$ cat config.mk
export PLATFORM = sky130hd
export DESIGN_NAME = gpr_file_param
export DESIGN_NICKNAME = d
export VERILOG_FILES = /design/src/rtl/gpr_file_param.sv
export SDC_FILE = /design/constraint.sdc
export NUM_CORES = 2
export LEC_CHECK = 0
export CAP_MARGIN = 10
export CORE_ASPECT_RATIO = 0.5
export CORE_MARGIN = 1
export CORE_UTILIZATION = 30
export DETAILED_ROUTE_END_ITERATION = 16
export PLACE_DENSITY_LB_ADDON = 0.15
export SLEW_MARGIN = 25
export SYNTH_ARGS = -nofsm -noshare
export SYNTH_HDL_FRONTEND = slang
export SYNTH_SLANG_ARGS = --single-unit
$ cat constraint.sdc
create_clock -name Clk -period 43.5 [get_ports Clk]
set_input_delay 8.7 -clock Clk [delete_from_list [all_inputs] [get_ports Clk]]
set_output_delay 8.7 -clock Clk [all_outputs]
set_load 0.02 [all_outputs]
$ cat src/rtl/gpr_file_param.sv
// Parametrised GPR file: optional hardwired zero, write bypass, busy scoreboard
// for multicycle producers, and a valid/ready dump port streaming every register.
module gpr_file_param #(
  parameter int unsigned WIDTH    = 32,
  parameter int unsigned ADDR_W   = 5,
  parameter bit          ZERO_REG = 1'b1,
  parameter bit          BYPASS   = 1'b1
) (
  input  logic              Clk,
  input  logic              Reset,
  input  logic [ADDR_W-1:0] A1,
  input  logic [ADDR_W-1:0] A2,
  output logic [WIDTH-1:0]  Rd1,
  output logic [WIDTH-1:0]  Rd2,
  input  logic [ADDR_W-1:0] A3,
  input  logic [WIDTH-1:0]  Wd,
  input  logic              RegWrite,
  input  logic              BusySet,
  input  logic [ADDR_W-1:0] BusyAddr,
  output logic              Busy1,
  output logic              Busy2,
  input  logic              DumpStart,
  output logic              DumpValid,
  input  logic              DumpReady,
  output logic [ADDR_W-1:0] DumpAddr,
  output logic [WIDTH-1:0]  DumpData,
  output logic              DumpDone
);

  localparam int unsigned DEPTH = 1 << ADDR_W;
  localparam logic [ADDR_W-1:0] LAST_IDX = ADDR_W'(DEPTH - 1);

  typedef enum logic [1:0] {
    S_IDLE,
    S_STREAM,
    S_DONE
  } dump_state_e;

  logic [WIDTH-1:0]  gpr_q [DEPTH];
  logic [WIDTH-1:0]  gpr_d [DEPTH];
  logic [DEPTH-1:0]  busy_q, busy_d;
  dump_state_e       state_q, state_d;
  logic [ADDR_W-1:0] idx_q, idx_d;
  logic              wr_en;
  logic              busy_set_en;

  // Writes and busy claims to register 0 are dropped when it is hardwired.
  assign wr_en       = RegWrite && !(ZERO_REG && (A3 == '0));
  assign busy_set_en = BusySet && !(ZERO_REG && (BusyAddr == '0));

  always_comb begin
    gpr_d = gpr_q;
    if (wr_en) gpr_d[A3] = Wd;
  end

  // A new producer claim overrides the completion of the previous one.
  always_comb begin
    busy_d = busy_q;
    if (wr_en)       busy_d[A3]       = 1'b0;
    if (busy_set_en) busy_d[BusyAddr] = 1'b1;
  end

  always_comb begin
    state_d = state_q;
    idx_d   = idx_q;
    unique case (state_q)
      S_IDLE: begin
        if (DumpStart) begin
          state_d = S_STREAM;
          idx_d   = '0;
        end
      end
      S_STREAM: begin
        if (DumpReady) begin
          if (idx_q == LAST_IDX) begin
            state_d = S_DONE;
            idx_d   = '0;
          end else begin
            idx_d = idx_q + ADDR_W'(1);
          end
        end
      end
      S_DONE:  state_d = S_IDLE;
      default: state_d = S_IDLE;
    endcase
  end

  always_ff @(posedge Clk or posedge Reset) begin
    if (Reset) begin
      for (int unsigned i = 0; i < DEPTH; i++) gpr_q[i] <= '0;
      busy_q  <= '0;
      state_q <= S_IDLE;
      idx_q   <= '0;
    end else begin
      gpr_q   <= gpr_d;
      busy_q  <= busy_d;
      state_q <= state_d;
      idx_q   <= idx_d;
    end
  end

  // Read ports: stored value, optionally forwarded from a same-cycle write.
  always_comb begin
    Rd1 = gpr_q[A1];
    if (BYPASS && wr_en && (A1 == A3)) Rd1 = Wd;
    if (ZERO_REG && (A1 == '0))        Rd1 = '0;
    Rd2 = gpr_q[A2];
    if (BYPASS && wr_en && (A2 == A3)) Rd2 = Wd;
    if (ZERO_REG && (A2 == '0))        Rd2 = '0;
  end

  assign Busy1 = busy_q[A1];
  assign Busy2 = busy_q[A2];

  assign DumpValid = (state_q == S_STREAM);
  assign DumpDone  = (state_q == S_DONE);
  assign DumpAddr  = idx_q;

  // Dump data follows the same read path as Rd1/Rd2 and is zero outside a beat.
  always_comb begin
    DumpData = gpr_q[idx_q];
    if (BYPASS && wr_en && (idx_q == A3)) DumpData = Wd;
    if (ZERO_REG && (idx_q == '0))        DumpData = '0;
    if (!DumpValid)                       DumpData = '0;
  end

endmodule

# Word level (Yosys, flattened, before mapping)
# Index checks and enable logic that the tools add are counted.
# totals
reg_bits,1063
romBits,0
latchBits,0
elab_cells,119
ram_bits,0
output_inout_bits,105
mem_count,0
# classes
n_bitwise,7
n_mul,0
div,0
shifts,0
n_reduce_logical,19
magnitude_cmp,11
n_mux,37
n_eq_ne,9
addsub,1
# op_table
op,n
bitwise mux 1024 bit,1
two-way mux 32 bit,16
binary-select mux 32 bit (select 5 bit),3
demux 32 bit (select 5 bit),1
bitwise AND 32 bit,1
inverter 32 bit,1
bitwise OR 32 bit,1
zero test 5 bit,5
>= comparator 6 bit (second input constant),4
less-than comparator 5 x 6 -> 1 bit (second input constant),4
inverter 5 -> 6 bit,4
equality test 5 bit,3
two-way mux 5 bit,3
binary-select mux 1 bit (select 5 bit),2
demux 1 bit (select 5 bit),2
>= comparator 5 x 1 -> 1 bit (second input constant),2
one-hot mux 5 bit (2 select lines),1
logical AND 1 bit,8
less-than comparator 6 x 1 -> 1 bit (second input constant),1
two-way mux 2 bit,3
AND reduction 3 bit,2
adder 5 x 1 -> 5 bit (second input constant),1
equality test 5 bit (second input constant),1
two-way mux 1 bit,4
8 further kinds,10

# Longest topological paths before layout
# logic_depth
ltp_word,9
depth_mapped,10
mapped_depth_nobuf,7

# Least setup slack after synthesis
# Ideal clock, no wire load.
# synth_path
kind,input-to-output
start,in A2[0]
end,out Rd2[10]
t_arrival_ns,10.538
slack_ns,24.262
path_stages,8
required_time_ns,34.800
path_buffers,3
cell_sequence,buf_6 buf_6 xnor2_1 nand3_1 nor3_2 clkbuf_1 nor3_1 a211oi_1
# synth_between
elab_chain_cells,6
# synth_rtl
element,line,text
start: declaration,12,"input logic [ADDR_W-1:0] A2,"
inverter 5 -> 6 bit (not written as such),107,Rd2 = gpr_q[A2];
binary-select mux 32 bit (select 5 bit),107,
two-way mux 32 bit (not written as such) (2 in a row),107,
two-way mux 32 bit,108,if (BYPASS && wr_en && (A2 == A3)) Rd2 = Wd;
two-way mux 32 bit (*),109,if (ZERO_REG && (A2 == '0)) Rd2 = '0;
end: declaration,14,"output logic [WIDTH-1:0] Rd2,"
# Mark *: on every way between the ends. The rest lies on a longest branch, timed or not. The select of a mux whose other input is x is not followed.

# Final worst setup path
# layout_path
start,in A3[2]
end,out Rd1[2]
# layout_between
elab_chain_cells,6
# layout_rtl
element,line,text
start: declaration,15,"input logic [ADDR_W-1:0] A3,"
zero test 5 bit,48,assign wr_en = RegWrite && !(ZERO_REG && (A3 == '0));
zero test 1 bit,48,
logical AND 1 bit,48,
logical AND 1 bit (*),105,if (BYPASS && wr_en && (A1 == A3)) Rd1 = Wd;
two-way mux 32 bit (*),105,
two-way mux 32 bit (*),106,if (ZERO_REG && (A1 == '0)) Rd1 = '0;
end: declaration,13,"output logic [WIDTH-1:0] Rd1,"
# Mark *: on every way between the ends. The rest lies on a longest branch, timed or not.

==> flow_metrics.env <==
export IMPL_slowest_delay_ns=0.90
export IMPL_p_per_area_nw_per_um2=51.6
export IMPL_cts_inserted_buffers=118
export IMPL_grt_pass1_vias=50300
export IMPL_clk_latency_ns=0.79
export IMPL_synthAdderAreaFrac_pct=0.0564
export IMPL_post_cts_repair_setup_buffers=0
export IMPL_drtPass1Iterations=12
export IMPL_min_period_ns=22.13
export IMPL_die_x_um=668
export IMPL_grt_busiest_layer="met2"
export IMPL_path_common_cell="clkdlybuf4s50_1"
export IMPL_drt_total_wl_mm=310
export IMPL_ys_top_cells_by_area="dfrtp_1 (40%), mux2_2 (18%), mux4_2 (17%)"
export IMPL_drv_slew=0
export IMPL_hp_class="register to register"
export IMPL_ir_drop_mv=0.0374
export IMPL_r2r_setup_slack_ns=40.56
export IMPL_ys_flop_type="dfrtp_1"
export IMPL_final_cell_area_um2=74800
export IMPL_cts_tree="done"
export IMPL_die_h_um=335
export IMPL_cpLargestDelayFamily="buffers and inverters"
export IMPL_placed_area_um2=70600
export IMPL_cts_clk_slew_worst_paths_ns=0.06
export IMPL_p_leak_nw=31.1
export IMPL_utilization_pct=34.2
export IMPL_grt_overflow=0
export IMPL_cts_resized=0
export IMPL_gr_usage_met1_pct=37.6
export IMPL_setup_tns_ns=0
export IMPL_cts_hold_buf=0
export IMPL_synth_area_um2=66500
export IMPL_dp_slack_ns=21.32
export IMPL_endpoint_kind="output pin"
export IMPL_ctsHtreeMaxLevel=3
export IMPL_core_area_um2=219000
export IMPL_grt_pass1_wl_mm=429
export IMPL_path_buf_inv=3
export IMPL_met2_usage_pct=41.8
export IMPL_fillers=21400
export IMPL_final_net_count=5010
export IMPL_hpwlAfterDp_mm=184
export IMPL_synth_area_per_cell_um2=13.2
export IMPL_synth_top_family_by_area="multiplexers"
export IMPL_ys_types=73
export IMPL_relSlewSlack_pct=20.8
export IMPL_fmax_ghz=0.0452
export IMPL_critical_path_class="primary input to output pin"
export IMPL_use_met3_pct=6.40
export IMPL_cp_data_required_time_ns=34.80
export IMPL_multi_input_area_um2=37200
export IMPL_grt_use_total_pct=27.4
export IMPL_rsz0062_at_grt="no"
export IMPL_arrival_ns=13.43
export IMPL_yosys_area_top_type="dfrtp_1"
export IMPL_holdWs_ns=0.406
export IMPL_synth_xor_area_share_pct=0.184
export IMPL_num_vias=50200
export IMPL_cap_viol_max_count=0
export IMPL_synth_edf_count=0
export IMPL_portBuffers=162
export IMPL_grt_antenna_before_repair=18
export IMPL_synthSimpleGateAreaFrac_pct=4.24
export IMPL_crit_chain="clkdlybuf4s50_1 > nor3_1 > a21boi_0 > nand4_1 > buf_4 > nor2_1 > a41oi_1 > clkdlybuf4s50_1"
export IMPL_yosysWarningCount=0
export IMPL_clock_sinks=1063
export IMPL_cp_slowest_cell="nor3_1"
export IMPL_place_congestion=0.854
export IMPL_dieArea_um2=224000
export IMPL_yosysTopAreaCellShare_pct=40.0
export IMPL_drt_iter0_markers=6341
export IMPL_outcome="complete, no violations"
export IMPL_setup_ws_ns=21.37
export IMPL_finalSetupViolCount=0
export IMPL_boundaryPins=163
export IMPL_cp_max_fo=35
export IMPL_worstMarginPinSlew_ns=1.19
export IMPL_synth_compound_area_share_pct=7.58
export IMPL_syn_inst=5054
export IMPL_start_util_pct=30.4
export IMPL_antenna_left=0
export IMPL_period_share_pct=50.9
export IMPL_clock_skew_ns=0.00559
export IMPL_wl_per_cell_um=38.7
export IMPL_ys_seq_area_share_pct=40.0
export IMPL_syn_nets=5115
export IMPL_routed_via_density=6.26
export IMPL_synth_seq_cells=1063
export IMPL_grt_max_degree=179
export IMPL_clockRootBuffer="clkbuf_16"
export IMPL_route_detailed_drc=0
export IMPL_layout_drive_gt1_share_pct=40.4
export IMPL_num_rows=121
export IMPL_worst_setup_path_start_kind="primary input"
export IMPL_area_growth_pct=12.5
export IMPL_muxShareOfSynthArea_pct=43.4
export IMPL_clock_path_buffers=3
export IMPL_final_hold_viol_count=0
export IMPL_regArea_um2=26600
export IMPL_async_flop_share_pct=100
area by class of cell:
class,count,share of cell area (%)
Tap cell,2952,4.94
Clock buffer,176,4.77
Multi-Input combinational cell,3416,49.8
Timing Repair Buffer,335,4.17
Sequential cell,1063,35.6
Inverter,15,0.0853
Clock inverter,45,0.681
Antenna cell,6,0.0201
path summary, 6_finish.rpt:
kind,start,cells past startpoint,to
max reg2reg,DumpAddr[0]$_DFFE_PP0P_,8,DumpAddr[0]$_DFFE_PP0P_
min,busy_q[0]$_DFF_PP0_,0,busy_q[0]$_DFF_PP0_
min reg2reg,busy_q[0]$_DFF_PP0_,0,busy_q[0]$_DFF_PP0_
max in group asynchronous,Reset,6,DumpAddr[0]$_DFFE_PP0P_
min in group asynchronous,Reset,2,gpr_q[664]$_DFFE_PP0P_
max,A3[2],8,Rd1[2]
Yosys cell counts (27+ instances only):
master,instances
a21oi_1,30
a221o_1,37
a221oi_1,52
a22o_1,37
a22oi_1,55
a32o_1,35
buf_1,28
buf_2,178
buf_4,52
clkbuf_1,257
dfrtp_1,1063
mux2_2,1042
mux2i_1,527
mux4_2,516
nand2_1,104
nor2_1,216
nor3_1,121
nor4_1,40
o21ai_0,190
o221ai_1,27
o22ai_1,135
cell families (layout without fill, tap and decap cells):
| family | count (synthesis) | in the layout |
|---|---|---|
| fa+ha+maj | 3 | 3 |
| other cells | 0 | 6 |
| xor+xnor | 14 | 14 |
| buf+inv | 575 | 571 |
| flops | 1063 | 1063 |
| simple gates | 594 | 594 |
| compound gates | 711 | 711 |
| mux | 2094 | 2094 |
layout by cell type (no fill, tap or decap), types with 32 or more instances in the layout:
master,synthesis,routed
o22ai_1,135,135
a22o_1,37,37
nor3_1,121,120
a221oi_1,52,52
nor2_1,216,199
mux2_2,1042,1042
mux2i_1,527,527
nor4_1,40,38
clkbuf_16,0,122
a32o_1,35,35
clkdlybuf4s50_1,0,145
mux4_2,516,516
buf_4,52,155
dfrtp_1,1063,1058
clkbuf_8,0,32
nand2_1,104,86
a22oi_1,55,55
o21ai_0,190,190
a221o_1,37,37
worst reg2reg max path, stage by stage (launching register included):
cell,delay (ns)
dfrtp_4,0.84
buf_4,0.76
ha_1,0.32
and3_1,0.17
ha_1,0.25
nor2_1,0.07
nand3_1,0.08
o21ai_0,0.09
a22o_1,0.24
per-layer routing:
layer	vias up	wire [µm]
met5	-	46
met4	8	13600
met3	620	27000
met2	2665	138000
met1	27300	132000
li1	19600	-
sequential cells by signal, indices dropped and copies added (netlist names):
signal    flops
state_q       2
busy_q       32
DumpAddr      5
gpr_q      1024
report_power, final:
group / leakage (nW) / internal, W / switching (W)
combinational: 15.4 / 0.000648 / 0.000731
sequential: 13.6 / 0.00118 / 0.000216
clock: 2.03 / 0.000623 / 0.000465
through the flow:
stage          instances  total power (W)
6_report            8008          0.00386
2_1_floorplan       5054          0.00224
5_1_grt             8002          0.00400
3_5_place_dp        7776          0.00276
3_3_place_gp        7775          0.00275
4_1_cts             7997          0.00386
No activity file was read; power rests on OpenSTA's default activity.
